### src/rtl/barrel_shifter_pipe.sv
// Pipelined multi-mode barrel shifter: one registered 2:1 MUX level per shift-amount bit,
// with a valid/ready handshake and a user tag that rides along with each operand.

module barrel_shifter_stage #(
    parameter int WIDTH  = 32,
    parameter int TAG_W  = 4,
    parameter int LEVELS = 5,
    parameter int K      = 0
) (
    input  logic              Clock,
    input  logic              ResetN,
    input  logic              adv,
    input  logic              prevValid,
    input  logic [WIDTH-1:0]  prevData,
    input  logic [LEVELS-1:0] prevAmt,
    input  logic              prevFill,
    input  logic [1:0]        prevMode,
    input  logic [TAG_W-1:0]  prevTag,
    output logic              nextValid,
    output logic [WIDTH-1:0]  nextData,
    output logic [LEVELS-1:0] nextAmt,
    output logic              nextFill,
    output logic [1:0]        nextMode,
    output logic [TAG_W-1:0]  nextTag
);
    localparam int D = 1 << K;
    localparam logic [WIDTH-1:0] LOW_MASK  = {{(WIDTH-D){1'b0}}, {D{1'b1}}};
    localparam logic [WIDTH-1:0] HIGH_MASK = {{D{1'b1}}, {(WIDTH-D){1'b0}}};

    logic [WIDTH-1:0] shifted;

    // SRA needs no special case: its fill bit already holds the original sign.
    always_comb begin
        shifted = prevData;
        if (prevAmt[K]) begin
            case (prevMode)
                2'b00:        shifted = (prevData << D) | (prevFill ? LOW_MASK : '0);
                2'b01, 2'b10: shifted = (prevData >> D) | (prevFill ? HIGH_MASK : '0);
                default:      shifted = (prevData << D) | (prevData >> (WIDTH - D));
            endcase
        end
    end

    always_ff @(posedge Clock or negedge ResetN) begin
        if (!ResetN) begin
            nextValid <= 1'b0;
            nextData  <= '0;
            nextAmt   <= '0;
            nextFill  <= 1'b0;
            nextMode  <= '0;
            nextTag   <= '0;
        end else if (adv) begin
            nextValid <= prevValid;
            nextData  <= shifted;
            nextAmt   <= prevAmt;
            nextFill  <= prevFill;
            nextMode  <= prevMode;
            nextTag   <= prevTag;
        end
    end
endmodule

module barrel_shifter_pipe #(
    parameter  int WIDTH  = 32,
    parameter  int TAG_W  = 4,
    localparam int LEVELS = $clog2(WIDTH)
) (
    input  logic              Clock,
    input  logic              ResetN,
    input  logic              InValid,
    output logic              InReady,
    input  logic [WIDTH-1:0]  In,
    input  logic [LEVELS-1:0] ShiftAmount,
    input  logic              ShiftIn,
    input  logic [1:0]        Mode,
    input  logic [TAG_W-1:0]  InTag,
    output logic              OutValid,
    input  logic              OutReady,
    output logic [WIDTH-1:0]  Out,
    output logic [TAG_W-1:0]  OutTag
);
    localparam logic [1:0] MODE_SRA = 2'b10;

    // Index 0 is the issue side; index k+1 is the register of stage k.
    logic [LEVELS:0]                 vldPipe;
    logic [LEVELS:0][WIDTH-1:0]      dataPipe;
    logic [LEVELS:0][LEVELS-1:0]     amtPipe;
    logic [LEVELS:0]                 fillPipe;
    logic [LEVELS:0][1:0]            modePipe;
    logic [LEVELS:0][TAG_W-1:0]      tagPipe;
    logic                            adv;

    assign vldPipe[0]  = InValid;
    assign dataPipe[0] = In;
    assign amtPipe[0]  = ShiftAmount;
    assign fillPipe[0] = (Mode == MODE_SRA) ? In[WIDTH-1] : ShiftIn;
    assign modePipe[0] = Mode;
    assign tagPipe[0]  = InTag;

    // Whole pipe moves in lockstep; a held result freezes every stage, bubbles included.
    assign OutValid = vldPipe[LEVELS];
    assign Out      = dataPipe[LEVELS];
    assign OutTag   = tagPipe[LEVELS];
    assign InReady  = OutReady | ~OutValid;
    assign adv      = InReady;

    for (genvar k = 0; k < LEVELS; k++) begin : gStage
        barrel_shifter_stage #(
            .WIDTH(WIDTH), .TAG_W(TAG_W), .LEVELS(LEVELS), .K(k)
        ) uStage (
            .Clock    (Clock),
            .ResetN   (ResetN),
            .adv      (adv),
            .prevValid(vldPipe[k]),
            .prevData (dataPipe[k]),
            .prevAmt  (amtPipe[k]),
            .prevFill (fillPipe[k]),
            .prevMode (modePipe[k]),
            .prevTag  (tagPipe[k]),
            .nextValid(vldPipe[k+1]),
            .nextData (dataPipe[k+1]),
            .nextAmt  (amtPipe[k+1]),
            .nextFill (fillPipe[k+1]),
            .nextMode (modePipe[k+1]),
            .nextTag  (tagPipe[k+1])
        );
    end

    // Control fields have no consumer past the last stage.
    logic unusedTail;
    assign unusedTail = ^{amtPipe[LEVELS], fillPipe[LEVELS], modePipe[LEVELS]};
endmodule
### config.mk
export PLATFORM = sky130hd
export DESIGN_NAME = barrel_shifter_pipe
export DESIGN_NICKNAME = d
export VERILOG_FILES = /design/src/rtl/barrel_shifter_pipe.sv
export SDC_FILE = /design/constraint.sdc
export NUM_CORES = 1
export LEC_CHECK = 0
export ABC_CLOCK_PERIOD_IN_PS = 3200
export BUFFER_PORTS_ARGS = -buffer_cell sky130_fd_sc_hd__buf_2
export CORE_MARGIN = 4
export CORE_UTILIZATION = 60
export CTS_BUF_LIST = sky130_fd_sc_hd__clkbuf_16
export DETAILED_ROUTE_END_ITERATION = 6
export PLACE_DENSITY_LB_ADDON = 0.25
export SLEW_MARGIN = 20
export SYNTH_ARGS = -nofsm -noshare
export SYNTH_HDL_FRONTEND = slang
export SYNTH_SLANG_ARGS = --single-unit
### constraint.sdc
create_clock -name Clock -period 3.2 [get_ports Clock]
set_input_delay 0.64 -clock Clock [delete_from_list [all_inputs] [get_ports Clock]]
set_output_delay 0.64 -clock Clock [all_outputs]
set_load 0.02 [all_outputs]
==> flow_metrics.tcl <==
set metrics [dict create \
    status "finished, final reports clean" \
    hold_viol 0 \
    power_density_mw_per_mm2 1130 \
    sw_frac_of_total 0.409 \
    cp_top_family "compound AO/OA/AOI/OAI gates" \
    fp.dieH_um 147 \
    p_comb_frac 0.466 \
    hpwl_mm 15.7 \
    avgSynthCellArea_um2 9.78 \
    area_growth_pct 5.32 \
    drc 0 \
    ys_types 38 \
    core-area_mm2 0.0189 \
    p_leak_nw 6.26 \
    crit_slowest_cell "ha_1" \
    grt_max_degree 149 \
    slew_headroom 0.312 \
    irDropWorstVdd_uv 579 \
    setup_tns_ps 0 \
    via_per_inst 5.72 \
    arrival_ps 2540 \
    period_share 0.653 \
    cp-start-kind "flop" \
    design_area_mm2 0.0122 \
    setup_viol_count_final 0 \
    clockRootBuffer "clkbuf_16" \
    ant_nets 0 \
    die-width_um 147 \
    ys.flop_type "dfrtp_1" \
    insertedDiodeCount 0 \
    io_buffers 85 \
    yosysWarnings 0 \
    cts_resized 0 \
    hold_path.class "in2async" \
    cts_tree "built" \
    placementRows 50 \
    maxCapViolCount 0 \
    drive_gt1_frac 0.128 \
    crit_fanout 19 \
    power_frac_seq 0.362 \
    power_frac_clock 0.173 \
    crit_type "reg2reg" \
    crit_chain "inv_1 > ha_1 > nand2_2 > a311oi_1 > a21o_1" \
    cts_buffers 23 \
    grt_pass1_vias 7769 \
    finClkSkew_ps 17.0 \
    post_cts_buffers 0 \
    seq_area_frac_synth 0.446 \
    async_reset_ff_frac 1.00 \
    cpPeakStageDelay_ps 630 \
    syn-cell-area_mm2 0.0116 \
    start_util 0.614 \
    track_usage 0.216 \
    gp_congestion 0.809 \
    antenna_found_initial 0 \
    finalNetCount 1230 \
    grt_setup_unrepaired "false" \
    first_pass_iters 5 \
    io-pin-count 86 \
    final_max_slew_viol_count 0 \
    clockBufferDepth 3 \
    cts.sinks 207 \
    fin_crit_ps 2090 \
    postLayoutCoreUtil 0.647 \
    crit_required_ps 3650 \
    p_total_mw 13.8 \
    clk_pin_slew_ps 60 \
    p_switching_mw 5.64 \
    yosys_register_bits 207 \
    routed_wl_mm 23.5 \
    grt_pass1_wl_mm 39.6 \
    wl_per_cell_um 16.2 \
    insertion_delay_ps 510 \
    place_area_mm2 0.0115 \
    drt_iter0_markers 597 \
    dieArea_mm2 0.0216 \
    cp.buffers_inverters 1 \
    endpoint_kind "flop" \
    p_int_mw 8.16 \
    synth_edf_count 0 \
    ctsHoldBuffers 0 \
    fmax_ghz 0.478 \
    tightest_slew_ps 1030 \
    overflow 0 \
    vias 8293 \
    syn_nets 1241 \
    cts_max_level 1 \
    syn_inst 1187 \
]
[registers in the layout, indices dropped and copies added (netlist names)]
name	count
gStage.uStage.nextData	160
gStage.uStage.nextAmt	10
gStage.uStage.nextFill	4
gStage.uStage.nextValid	5
gStage.uStage.nextTag	20
gStage.uStage.nextMode	8
[synthesized netlist by cell type (2+ instances only)]
library cell,instances,area share
dfrtp_1,207,0.45
nor2_1,143,0.046
nand2_1,135,0.044
mux2i_1,114,0.098
a21o_1,112,0.072
a211oi_1,95,0.061
buf_2,60,0.026
buf_4,43,0.028
nand2b_1,42,0.023
o21ai_0,35,0.015
inv_1,27,0.0087
o21ai_1,23,0.0099
a211o_1,16,0.012
a311oi_1,16,0.012
o211a_1,16,0.014
a31oi_1,14,0.0075
mux2_2,14,0.014
o211ai_1,14,0.0091
clkbuf_1,12,0.0039
buf_6,10,0.0097
buf_12,9,0.016
ha_1,6,0.0065
or2b_1,5,0.0032
a211oi_2,2,0.0022
a21oi_1,2,0.00086
buf_1,2,0.00065
buf_8,2,0.0026
[per-layer routing]
metal | vias to the layer above | global-route usage | routed length (um)
li1 | 4134 | - | -
met1 | 3968 | 0.313 | 11300
met2 | 156 | 0.345 | 10900
met3 | 35 | 0.0299 | 843
met4 | 0 | 0.0582 | 519
met5 | - | 0 | 0
[area by class of cell]
type                       count  area, um2
multi-input combinational    813       5320
clock buffer                  23        576
tap                          260        325
timing repair buffer         103        619
inverter                      28        105
clock inverter                17        100
sequential                   207       5180
fill                        1582       6670
[kinds of logic after synthesis]
logic type                 after synthesis  share of synthesized area
and+or+nand+nor                        332                      0.122
muxes                                  128                      0.112
AOI/OAI and AO/OA                      347                      0.218
buffers and inverters                  167                     0.0955
adders and majority gates                6                    0.00647
DFF                                    207                      0.446
[final timing paths]
kind / to / slack, ps / depth (start not counted) / from
min: gStage[4].uStage.nextData[29] / 130 / 1 / ResetN
max: gStage[4].uStage.nextData[29] / 1110 / 5 / gStage[3].uStage.nextMode[0]
max reg2reg: gStage[4].uStage.nextData[29] / 1110 / 5 / gStage[3].uStage.nextMode[0]
min reg2reg: gStage[2].uStage.nextTag[3] / 460 / 2 / gStage[2].uStage.nextTag[3]
max in group asynchronous: gStage[1].uStage.nextData[26] / 2140 / 2 / ResetN
min in group Clock: gStage[0].uStage.nextTag[3] / 330 / 3 / InTag[3]
[power groups by stage]
stage / Clock (mW) / Combinational (mW) / Sequential (mW)
2_1_floorplan: 0 / 6.14 / 4.64
3_3_place_gp: 0 / 6.28 / 4.98
3_5_place_dp: 0 / 6.44 / 5.04
4_1_cts: 2.44 / 6.49 / 4.99
5_1_grt: 2.56 / 7.15 / 5.17
6_report: 2.38 / 6.43 / 4.99
[cells in the final DEF, fill, tap and decap left out, drive strengths merged, types with 14 or more instances in the layout]
cell,instances
a31oi,14
nand2b,42
nand2,136
a211o,16
o211a,16
mux2i,114
clkbuf,24
o21ai,59
a21o,112
a211oi,97
a311oi,16
buf,102
o211ai,14
nor2,143
mux2,14
dfrtp,207
inv,34
[stage by stage]
stage	worst slack, ps	cells	hold slack (ps)
6_report	1110	1451	133
5_1_grt	962	1451	178
4_1_cts	1100	1451	158
3_5_place_dp	1010	1411	455
3_3_place_gp	1060	1411	442
2_1_floorplan	1400	1187	344
Note: power is estimated with default switching activity, not from simulation.
